==> src/rtl/pipeline_debug_pkg.sv <==
// Shared types and constants for the WB-stage commit trace transmitter.
// A frame is a sync byte, the destination register, then the data MSB first.
package pipeline_debug_pkg;

   localparam logic [7:0] SYNC_BYTE   = 8'hA5;
   localparam int         FRAME_BYTES = 6;

   typedef enum logic [1:0] {
      IDLE  = 2'd0,
      START = 2'd1,
      DATA  = 2'd2,
      STOP  = 2'd3
   } tx_state_t;

   typedef struct packed {
      logic [4:0]  dest;
      logic [31:0] data;
   } commit_entry_t;

   function automatic logic [7:0] frame_byte(input commit_entry_t e, input logic [2:0] idx);
      logic [7:0] b;
      case (idx)
         3'd0:    b = SYNC_BYTE;
         3'd1:    b = {3'b000, e.dest};
         3'd2:    b = e.data[31:24];
         3'd3:    b = e.data[23:16];
         3'd4:    b = e.data[15:8];
         3'd5:    b = e.data[7:0];
         default: b = 8'hFF;
      endcase
      return b;
   endfunction

endpackage

==> src/rtl/commit_fifo.sv <==
// Synchronous FIFO with registered full/empty flags and occupancy count.
// A push into a full FIFO is taken only when a pop happens in the same cycle.
module commit_fifo #(
   parameter int WIDTH = 37,
   parameter int DEPTH = 8
) (
   input  logic                     clk,
   input  logic                     rst_n,
   input  logic                     push,
   input  logic                     pop,
   input  logic [WIDTH-1:0]         wr_data,
   output logic [WIDTH-1:0]         rd_data,
   output logic                     full,
   output logic                     empty,
   output logic [$clog2(DEPTH):0]   count
);

   localparam int AW = $clog2(DEPTH);
   localparam int CW = AW + 1;

   logic [WIDTH-1:0] mem_r [DEPTH];
   logic [AW-1:0]    wr_ptr_r;
   logic [AW-1:0]    rd_ptr_r;
   logic [CW-1:0]    count_r;
   logic [CW-1:0]    count_nxt_s;
   logic             full_r;
   logic             empty_r;
   logic             push_ok_s;
   logic             pop_ok_s;

   // Qualify requests against the registered flags and derive the next count.
   always_comb begin
      pop_ok_s    = pop && !empty_r;
      push_ok_s   = push && (!full_r || pop_ok_s);
      count_nxt_s = count_r;
      if (push_ok_s && !pop_ok_s) begin
         count_nxt_s = count_r + CW'(1'b1);
      end else if (!push_ok_s && pop_ok_s) begin
         count_nxt_s = count_r - CW'(1'b1);
      end else begin
         count_nxt_s = count_r;
      end
   end

   // Storage array; no reset needed since reads are gated by empty.
   always_ff @(posedge clk) begin
      if (push_ok_s) begin
         mem_r[wr_ptr_r] <= wr_data;
      end
   end

   // Pointers, count and flags.
   always_ff @(posedge clk or negedge rst_n) begin
      if (!rst_n) begin
         wr_ptr_r <= '0;
         rd_ptr_r <= '0;
         count_r  <= '0;
         full_r   <= 1'b0;
         empty_r  <= 1'b1;
      end else begin
         if (push_ok_s) begin
            wr_ptr_r <= wr_ptr_r + AW'(1'b1);
         end
         if (pop_ok_s) begin
            rd_ptr_r <= rd_ptr_r + AW'(1'b1);
         end
         count_r <= count_nxt_s;
         full_r  <= (count_nxt_s == CW'(DEPTH));
         empty_r <= (count_nxt_s == CW'(0));
      end
   end

   assign rd_data = mem_r[rd_ptr_r];
   assign full    = full_r;
   assign empty   = empty_r;
   assign count   = count_r;

endmodule

==> src/rtl/pipeline_commit_tx.sv <==
// Traces register-file commits from the WB stage and sends each one as a
// 6-byte UART 8N1 frame; commits arriving while the buffer is full are dropped.
module pipeline_commit_tx
   import pipeline_debug_pkg::*;
#(
   parameter int CLK_DIV    = 16,
   parameter int FIFO_DEPTH = 8
) (
   input  logic        clk,
   input  logic        rst_n,
   input  logic        RegWrite_WB,
   input  logic [4:0]  Write_register_WB,
   input  logic [31:0] Write_data_WB,
   output logic        tx,
   output logic        busy,
   output logic        fifo_full,
   output logic        overflow
);

   localparam int ENTRY_W = $bits(commit_entry_t);
   localparam int BW      = $clog2(CLK_DIV);
   localparam int CW      = $clog2(FIFO_DEPTH) + 1;

   tx_state_t     state_r;
   logic [BW-1:0] baud_r;
   logic [2:0]    bit_idx_r;
   logic [2:0]    byte_idx_r;
   commit_entry_t frame_r;
   logic          tx_r;
   logic          busy_r;
   logic          overflow_r;

   logic               push_req_s;
   logic               pop_s;
   logic               drop_s;
   logic               baud_wrap_s;
   logic [7:0]         cur_byte_s;
   commit_entry_t      push_entry_s;
   logic [ENTRY_W-1:0] fifo_rd_s;
   logic               fifo_full_s;
   logic               fifo_empty_s;
   logic [CW-1:0]      fifo_count_s;

   // Commit qualification, pop request and drop detection on the registered count.
   always_comb begin
      push_req_s   = RegWrite_WB && (Write_register_WB != 5'd0);
      push_entry_s = {Write_register_WB, Write_data_WB};
      pop_s        = (state_r == IDLE) && !fifo_empty_s;
      drop_s       = push_req_s && (fifo_count_s == CW'(FIFO_DEPTH)) && !pop_s;
      baud_wrap_s  = (baud_r == BW'(CLK_DIV - 1));
      cur_byte_s   = frame_byte(frame_r, byte_idx_r);
   end

   commit_fifo #(
      .WIDTH (ENTRY_W),
      .DEPTH (FIFO_DEPTH)
   ) u_fifo (
      .clk     (clk),
      .rst_n   (rst_n),
      .push    (push_req_s),
      .pop     (pop_s),
      .wr_data (push_entry_s),
      .rd_data (fifo_rd_s),
      .full    (fifo_full_s),
      .empty   (fifo_empty_s),
      .count   (fifo_count_s)
   );

   // UART framing FSM; tx carries the level for the state being entered.
   always_ff @(posedge clk or negedge rst_n) begin
      if (!rst_n) begin
         state_r    <= IDLE;
         baud_r     <= '0;
         bit_idx_r  <= 3'd0;
         byte_idx_r <= 3'd0;
         frame_r    <= '0;
         tx_r       <= 1'b1;
         busy_r     <= 1'b0;
      end else begin
         case (state_r)
            IDLE: begin
               if (pop_s) begin
                  frame_r    <= commit_entry_t'(fifo_rd_s);
                  byte_idx_r <= 3'd0;
                  bit_idx_r  <= 3'd0;
                  baud_r     <= '0;
                  state_r    <= START;
                  tx_r       <= 1'b0;
                  busy_r     <= 1'b1;
               end else begin
                  tx_r   <= 1'b1;
                  busy_r <= 1'b0;
               end
            end
            START: begin
               if (baud_wrap_s) begin
                  baud_r    <= '0;
                  bit_idx_r <= 3'd0;
                  state_r   <= DATA;
                  tx_r      <= cur_byte_s[0];
               end else begin
                  baud_r <= baud_r + BW'(1'b1);
               end
            end
            DATA: begin
               if (baud_wrap_s) begin
                  baud_r <= '0;
                  if (bit_idx_r == 3'd7) begin
                     state_r <= STOP;
                     tx_r    <= 1'b1;
                  end else begin
                     bit_idx_r <= bit_idx_r + 3'd1;
                     tx_r      <= cur_byte_s[bit_idx_r + 3'd1];
                  end
               end else begin
                  baud_r <= baud_r + BW'(1'b1);
               end
            end
            STOP: begin
               if (baud_wrap_s) begin
                  baud_r <= '0;
                  if (byte_idx_r < 3'(FRAME_BYTES - 1)) begin
                     byte_idx_r <= byte_idx_r + 3'd1;
                     state_r    <= START;
                     tx_r       <= 1'b0;
                  end else begin
                     state_r <= IDLE;
                     tx_r    <= 1'b1;
                     busy_r  <= 1'b0;
                  end
               end else begin
                  baud_r <= baud_r + BW'(1'b1);
               end
            end
            default: begin
               state_r <= IDLE;
               baud_r  <= '0;
               tx_r    <= 1'b1;
               busy_r  <= 1'b0;
            end
         endcase
      end
   end

   // Sticky drop flag.
   always_ff @(posedge clk or negedge rst_n) begin
      if (!rst_n) begin
         overflow_r <= 1'b0;
      end else if (drop_s) begin
         overflow_r <= 1'b1;
      end else begin
         overflow_r <= overflow_r;
      end
   end

   assign tx        = tx_r;
   assign busy      = busy_r;
   assign fifo_full = fifo_full_s;
   assign overflow  = overflow_r;

endmodule

==> config.mk <==
export PLATFORM = sky130hd
export DESIGN_NAME = pipeline_commit_tx
export DESIGN_NICKNAME = d
export VERILOG_FILES = /design/src/rtl/pipeline_debug_pkg.sv /design/src/rtl/commit_fifo.sv /design/src/rtl/pipeline_commit_tx.sv
export SDC_FILE = /design/constraint.sdc
export NUM_CORES = 1
export LEC_CHECK = 0
export CORE_ASPECT_RATIO = 0.5
export CORE_UTILIZATION = 36
export DETAILED_ROUTE_END_ITERATION = 8
export HOLD_SLACK_MARGIN = 0.02
export PLACE_DENSITY_LB_ADDON = 0.3
export SKIP_CTS_REPAIR_TIMING = 1
export SYNTH_ARGS = -nofsm -noshare
export SYNTH_HDL_FRONTEND = slang
export SYNTH_SLANG_ARGS = --single-unit
export TNS_END_PERCENT = 30
==> constraint.sdc <==
create_clock -name clk -period 4.89 [get_ports clk]
set_input_delay 1.2225 -clock clk [delete_from_list [all_inputs] [get_ports clk]]
set_output_delay 1.2225 -clock clk [all_outputs]
set_load 0.05 [all_outputs]
* Word-level counts from Yosys, hierarchy flattened
Memory sizes are Yosys's and may differ from the RTL's. A register that Yosys moved wholly into a read port is not among the register bits.
Cells that the tools add are included.
** Word-level totals
- Memory bits (writable) :: 296
- Memories kept :: 1
- Word-level logic and storage cells :: 106
- Register bits :: 27
- Bits of input ports :: 40
** Cells by class
- Reduce and logical (&&, ||, !) cells :: 28
- Muxes and demuxes :: 36
- Equality and inequality tests :: 20
- $add $sub $neg :: 7
- Magnitude comparators :: 2
** Memory list
- u_fifo.mem_r :: depth 8, bits a word 37, read ports 1, clocked after memory_dff 1, wr ports 1, RTL line commit_fifo.sv:21 : logic [WIDTH-1:0] mem_r [DEPTH];
** Operators with widths (number)
- 8-bit one-hot mux with 6 select lines :: 1
- 3-bit 2-to-1 mux :: 6
- 4-bit 2-to-1 mux :: 4
- 2-bit != test (second input constant) :: 7
- 1-bit 2-to-1 mux :: 13
- 3-bit by 1-bit adder with 3-bit output (second input constant) :: 4
- 4-bit == test (second input constant) :: 3
- 2-bit 2-to-1 mux :: 5
- 5-bit AND reduction :: 2
- 3-bit == test (second input constant) :: 3
- 3-bit one-hot mux with 3 select lines :: 1
- 4-bit by 1-bit adder with 4-bit output (second input constant) :: 2
- 1-bit logical AND :: 8
- 2-bit one-hot mux with 4 select lines :: 1
- 4-bit one-hot mux with 2 select lines :: 1
- 3-bit by 2-bit == test with 1-bit output (second input constant) :: 2
- 1-bit zero test :: 6
- 3-bit one-hot mux with 2 select lines :: 1
- 3-bit AND reduction :: 2
- 5-bit nonzero test :: 1
- 2-bit == test (second input constant) :: 2
- 4-bit zero test :: 1
- 3-bit by 4-bit < comparator with 1-bit output (second input constant) :: 1
- 1-bit one-hot mux with 4 select lines :: 1
- other kinds (15) :: 15

* Depth between registers and ports, before layout
Gate-level depths: netlist of the first run.
- Depth in word-level cells :: 10
- Gate-level depth with buffers :: 10
- Mapped depth without buffers :: 8

* Cells and area by module
A second synthesis of the first run with hierarchy kept.
** Second synthesis, totals
- Cells, all modules :: 809
- Area total of the unflattened synthesis :: 14482.6 um2
** Modules (own cells, without submodules)
- commit_fifo :: area each 11800.1 um2, cells an instance 498, instances 1
- pipeline_commit_tx :: area each 2682.6 um2, cells an instance 311, instances 1

* Worst setup path before layout of the first run
Ideal clock, no wire load.
- Path kind :: input-to-reg
- Start point :: input port Write_register_WB[1]
- End point :: memory u_fifo.mem_r[4][0], enable pin
- Library setup time :: 0.485 ns
- Arrival time :: 4.688 ns
- Setup slack :: -0.283 ns
- Stages :: 5
- Cells stage by stage :: or4_4 -> o21ai_2 -> a21oi_1 -> nand2b_1 -> nor3b_1
** On the way
- Word-level cells in the longest chain between the ends :: 5
** Ends and longest elaborated chain
- from (decl) :: RTL line pipeline_commit_tx.sv:12 : input logic [4:0] Write_register_WB,
- 5-bit nonzero test :: RTL line pipeline_commit_tx.sv:46 : push_req_s = RegWrite_WB && (Write_register_WB != 5'd0);
- 1-bit logical AND :: RTL line pipeline_commit_tx.sv:46
- 1-bit logical AND :: RTL line commit_fifo.sv:34 : push_ok_s = push && (!full_r || pop_ok_s);
- 1-bit 2-to-1 mux :: RTL line commit_fifo.sv:47 : if (push_ok_s) begin
- 1-bit 2-to-1 mux (implied by the code) :: RTL line commit_fifo.sv:48 : mem_r[wr_ptr_r] <= wr_data;
- to (decl) :: RTL line commit_fifo.sv:21
No other way between the ends.

* Worst setup path in the final report of the first run
- Start point :: input port Write_register_WB[4]
- End point :: memory u_fifo.mem_r[1][25], enable pin
The elaborated chain is that of the path after synthesis.

==> results of run 1 <==
==> per-stage QoR <==
stage / cells / instance area, um^2 / total power [mW]
final: 1385 / 16500 / 9.79
after global routing: 1384 / 16500 / 10.3
after CTS: 1384 / 16500 / 9.92
after detailed placement: 1323 / 15400 / 7.26
after global placement: 1323 / 15400 / 7.20
after floorplan: 768 / 14200 / 6.29
==> cells in the final DEF, fill, tap and decap left out, types with 12 or more instances in the layout <==
cell type / synthesis / routed
ha_1: 17 / 17
inv_1: 12 / 12
mux2i_1: 37 / 37
dfrtp_1: 62 / 59
edfxtp_1: 296 / 296
clkdlybuf4s50_1: 0 / 42
clkbuf_16: 0 / 35
o21ai_0: 59 / 59
a21oi_1: 18 / 18
nand2_1: 61 / 61
buf_4: 1 / 17
mux4_2: 74 / 74
==> kinds of logic after synthesis <==
logic type,after synthesis
and+or+nand+nor,104
muxes,114
adders and majority gates,17
xor gates and xnor gates,7
AOI/OAI and AO/OA,116
buffers and inverters,50
DFF,360
==> state kept, by name, indices dropped and copies added (netlist names), 3 cells and up <==
signal           count
u_fifo.mem_r       296
frame_r             37
baud_r               4
u_fifo.count         4
bit_idx_r            3
byte_idx_r           3
u_fifo.rd_ptr_r      3
u_fifo.wr_ptr_r      3
==> worst min-delay path, stage by stage (launching register included) <==
cell and delay, ns:
dfrtp_1 0.34, nand2_1 0.05, o21ai_0 0.06
==> per-layer routing <==
metal  vias up  part of all wire (%)  wire (um)
li1       3189                     -          -
met5         -                     0          0
met3        41                   5.4       1540
met2       128                    44      12700
met1      3645                    49      13900
met4         0                   1.5        425
==> synth_stat cells (3+ instances only) <==
master / count / share of area (%)
edfxtp_1: 296 / 63
mux4_2: 74 / 12
dfrtp_1: 62 / 11
nand2_1: 61 / 1.6
o21ai_0: 59 / 2.1
mux2i_1: 37 / 2.6
clkbuf_1: 23 / 0.61
a21oi_1: 18 / 0.63
ha_1: 17 / 1.5
inv_1: 12 / 0.32
nor2_1: 11 / 0.29
buf_1: 7 / 0.18
buf_2: 7 / 0.25
nand3_1: 7 / 0.25
a221oi_1: 5 / 0.31
a22oi_1: 5 / 0.26
xnor2_1: 5 / 0.31
nor3_1: 4 / 0.14
nor3b_1: 4 / 0.21
a22o_1: 3 / 0.18
and3_1: 3 / 0.13
mux2_2: 3 / 0.24
nor2b_1: 3 / 0.13
o211ai_1: 3 / 0.16
o31ai_1: 3 / 0.16
==> area by class of cell <==
class,instances,area [um^2],area share (%)
antenna,1,2.50,0.0152
clock buffer,39,891,5.40
clock inverter,22,224,1.36
inverter,12,45.0,0.273
multi-input combinational,358,3570,21.6
sequential,360,10500,63.6
tap,530,663,4.02
timing repair buffer,63,613,3.71
==> final timing paths <==
check | slack [ns] | to | from
worst max-delay path | 1.16 | u_fifo.mem_r[1][25] | Write_register_WB[4]
worst min-delay path | 0.48 | frame_r[4] | frame_r[4]
worst max register to register | 1.82 | u_fifo.mem_r[1][25] | state_r[0]
worst min register to register | 0.48 | frame_r[4] | frame_r[4]
max in group asynchronous | 3.16 | tx | rst_n
min in group asynchronous | 0.80 | frame_r[34] | rst_n
==> power groups by stage <==
stage          clock, mW  combinational (mW)  sequential, mW
2_1_floorplan          0                2.07            4.22
3_3_place_gp           0                2.73            4.48
3_5_place_dp           0                2.77            4.50
4_1_cts             2.71                2.78            4.44
5_1_grt             2.83                3.01            4.50
6_report            2.64                2.74            4.42
==> results.json, run 1 <==
{
  "ant_nets": 0,
  "pwr-share-seq_pct": 45.1,
  "syn-num-nets": 825,
  "clockBufferDepth": 3,
  "min_path_cells": 2,
  "synth_compound_area_share_pct": 4.99,
  "leakage_nw": 5.58,
  "netlist_area_mm2": 0.0142,
  "fill_cells": 3443,
  "cts-buffers-inserted": 34,
  "critPathKind": "input pin to flip-flop",
  "synth_ff_type": "edfxtp_1",
  "grt_pass1_wl_um": 43900,
  "h-tree-depth": 2,
  "initial_core_util_pct": 36.5,
  "wire_per_inst_um": 20.7,
  "power.internal_mw": 6.70,
  "synth-simple-area-share_pct": 3.33,
  "io_pins": 44,
  "critPathTopFamily": "buffers and inverters",
  "worst-path-buf-inv": 2,
  "post-route-period-util_pct": 76.2,
  "gp_congestion": 0.790,
  "cp_max_fo": 30,
  "hpwl_um": 17900,
  "vias_per_cell": 5.06,
  "crit_path_start_kind": "input pin",
  "worst_pin_slew_ns": 0.962,
  "drive_gt1_share_pct": 19.6,
  "portBuffers": 43,
  "grtUsageMet2_pct": 21.5,
  "grt_use_met3_pct": 3.32,
  "hold_path_class": "flip-flop to flip-flop",
  "clock_latency_ns": 0.53,
  "pwr-share-clk_pct": 26.9,
  "path_clk_slew_ns": 0.06,
  "yosysSeqAreaShare_pct": 73.8,
  "min_period_ns": 3.73,
  "ys_warn_count": 0,
  "ir_worst_vdd_v": 0.000300,
  "synthCells": 768,
  "setup-violations-final": 0,
  "ys_types": 53,
  "grt_max_degree": 78,
  "met1_usage_pct": 21.4,
  "grt-ovfl-total": 0,
  "drt_iter0_drc": 560,
  "cpPeakStageDelay_ns": 0.72,
  "slowest_stage": "clkdlybuf4s50_1",
  "path_cells": "clkdlybuf4s50_1 > or4_4 > o21ai_2 > a21oi_1 > nand2b_1 > nor3b_2 > buf_4",
  "worst_setup_path_end_kind": "flip-flop",
  "dieArea_mm2": 0.0403,
  "status": "finished, final reports clean",
  "fin_worst_skew_ns": 0.0196,
  "muxShareOfSynthArea_pct": 14.6,
  "power_density_mw_per_mm2": 593,
  "antenna_found_initial": 0,
  "drt_first_pass_iters": 5,
  "dp_slack_ns": 0.576,
  "worstPathRequired_ns": 5.05,
  "finalHoldWorstSlack_ns": 0.481,
  "syn_avg_cell_area_um2": 18.5,
  "final_hold_viol_count": 0,
  "synthArstFlopShare_pct": 17.8,
  "yosys_register_bits": 360,
  "worst-path-stages": 7,
  "tns_ns": 0,
  "core-area_mm2": 0.0389,
  "dr_total_vias": 7003,
  "rows": 51,
  "cts_tree": "yes",
  "drt-total-wl_um": 28600,
  "grt_pass1_vias": 7094,
  "die_w_um": 283,
  "nets": 886,
  "synth_top_family_by_area": "multiplexers",
  "timing.reg2reg.worst_path_depth": 7,
  "top_usage_layer": "met2",
  "grt_usage_pct": 14.4,
  "utilization_pct": 42.4,
  "relSlewSlack_pct": 35.8,
  "max_clock_freq_mhz": 268,
  "cts_sinks": 360,
  "synth_edf_count": 296,
  "drc": 0,
  "setup_slack_ns": 1.16,
  "rsz0062_at_grt": "no",
  "cap_violations": 0,
  "switching_share_pct": 31.6,
  "arrival_ns": 3.89,
  "clockRootBuffer": "clkbuf_16",
  "synthXorXnorAreaFrac_pct": 0.431,
  "final_max_slew_viol_count": 0,
  "syn_to_final_growth_pct": 16.1,
  "synth-adder-area-share_pct": 1.50,
  "p_sw_mw": 3.09,
  "die_h_um": 143,
  "pwr-share-comb_pct": 27.9
}
Power figures use the tool's default switching activity.
==> run 2, diff against run 1 <==
- clock period: 4.89 -> 3.1 ns (I/O delays scaled with it)
==> results.json, run 2 (synthesis results as in run 1) <==
{
  "worst_setup_path_end_kind": "flip-flop",
  "rows": 51,
  "post-route-period-util_pct": 93.7,
  "grt_pass1_wl_um": 46700,
  "fin_worst_skew_ns": 0.0211,
  "drt_first_pass_iters": 5,
  "antenna_cells": 0,
  "multi_input_area_mm2": 0.00361,
  "clockRootBuffer": "clkbuf_16",
  "syn_to_final_growth_pct": 18.8,
  "drt_iter0_drc": 616,
  "fill_cells": 3383,
  "ir_worst_vdd_v": 0.000326,
  "clockBufferDepth": 3,
  "hold_path_class": "input pin to asynchronous set/reset pin",
  "mostFrequentLayoutCell": "edfxtp_1",
  "reg_top3": "u_fifo.mem_r: 296 flops, frame_r: 37 flops",
  "path_clk_slew_ns": 0.06,
  "grt_pass1_vias": 7515,
  "largest_reg_flops": 296,
  "status": "finished, final reports clean",
  "nets": 911,
  "cts_sinks": 360,
  "reg2reg_setup_slack_ns": 0.43,
  "worstPathRequired_ns": 3.31,
  "dp_slack_ns": -0.395,
  "grt_max_degree": 78,
  "min_period_ns": 2.90,
  "arrival_ns": 3.12,
  "final_cell_mix": "edfxtp_1 (296), mux4_2 (74), nand2_1 (61)",
  "vias_per_cell": 5.10,
  "max_clock_freq_mhz": 344,
  "io_pins": 44,
  "ant_nets": 0,
  "final_hold_viol_count": 0,
  "grt_usage_pct": 15.3,
  "drt-total-wl_um": 29800,
  "setup-violations-final": 0,
  "die_w_um": 283,
  "grt-ovfl-total": 0,
  "cap_violations": 0,
  "core-area_mm2": 0.0389,
  "initial_core_util_pct": 36.5,
  "relSlewSlack_pct": 42.9,
  "cts-buffers-inserted": 35,
  "wire_per_inst_um": 21.2,
  "placed_area_mm2": 0.0158,
  "h-tree-depth": 2,
  "clock_latency_ns": 0.52,
  "worst_pin_slew_ns": 0.856,
  "drc": 0,
  "finalHoldWorstSlack_ns": 0.281,
  "setup_slack_ns": 0.197,
  "drive_gt1_share_pct": 21.3,
  "largest-register": "u_fifo.mem_r",
  "power_density_mw_per_mm2": 938,
  "portBuffers": 43,
  "gp_congestion": 0.808,
  "die_h_um": 143,
  "design_area_mm2": 0.0169,
  "dr_total_vias": 7168,
  "seqCellArea_mm2": 0.0105,
  "rsz0062_at_grt": "no",
  "cp_max_fo": 11,
  "crit_path_start_kind": "input pin",
  "cts_tree": "yes",
  "critPathKind": "input pin to flip-flop",
  "dieArea_mm2": 0.0403,
  "antenna_found_initial": 1,
  "hpwl_um": 19700,
  "leakage_nw": 5.76,
  "final_max_slew_viol_count": 0
}
==> run 2: report_power, final <==
part,internal [mW],leakage (nW),switching (mW)
combinational,2.17,1.75,2.64
sequential,6.22,3.47,0.605
clock,2.48,0.539,1.74
==> run 2: worst paths after layout <==
kind,startpoint,depth (start not counted),to
max,Write_register_WB[4],8,u_fifo.mem_r[1][30]
min reg2reg,overflow,2,overflow
min in group clk,overflow,2,overflow
min,rst_n,1,u_fifo.count[1]
max reg2reg,state_r[0],8,u_fifo.mem_r[1][30]
max in group asynchronous,rst_n,2,frame_r[13]
==> run 2: critical path, stage by stage <==
cell	delay, ns
clkdlybuf4s50_1	0.60
or4_4	0.19
o21ai_2	0.06
a21oi_1	0.50
nand2b_1	0.12
buf_4	0.20
nor3b_4	0.37
buf_4	0.29
==> run 2: metal layers <==
layer,track usage [%],wire length [um],vias up
met2,23.6,13500,138
met3,2.60,1220,42
met4,3.67,470,0
li1,-,-,3248
met5,0,0,-
met1,22.7,14600,3740
==> run 2: final cells by class <==
| class | count | area share [%] |
|---|---|---|
| Sequential cell | 360 | 62.1 |
| Multi-Input combinational cell | 358 | 21.4 |
| Timing Repair Buffer | 87 | 5.73 |
| Clock buffer | 42 | 5.34 |
| Tap cell | 530 | 3.93 |
| Clock inverter | 17 | 1.21 |
| Inverter | 12 | 0.267 |
==> run 2: per-stage QoR <==
| stage | power (mW) | setup TNS (ns) | cells | utilization (%) |
|---|---|---|---|---|
| floorplan | 9.92 | -76.91 | 768 | - |
| global placement | 11.7 | -66.45 | 1347 | 40.6 |
| detailed placement | 11.8 | -63.17 | 1347 | 40.6 |
| CTS | 16.0 | 0 | 1406 | 43.4 |
| global route | 16.7 | 0 | 1406 | 43.4 |
| finish | 15.8 | 0 | 1406 | 43.4 |
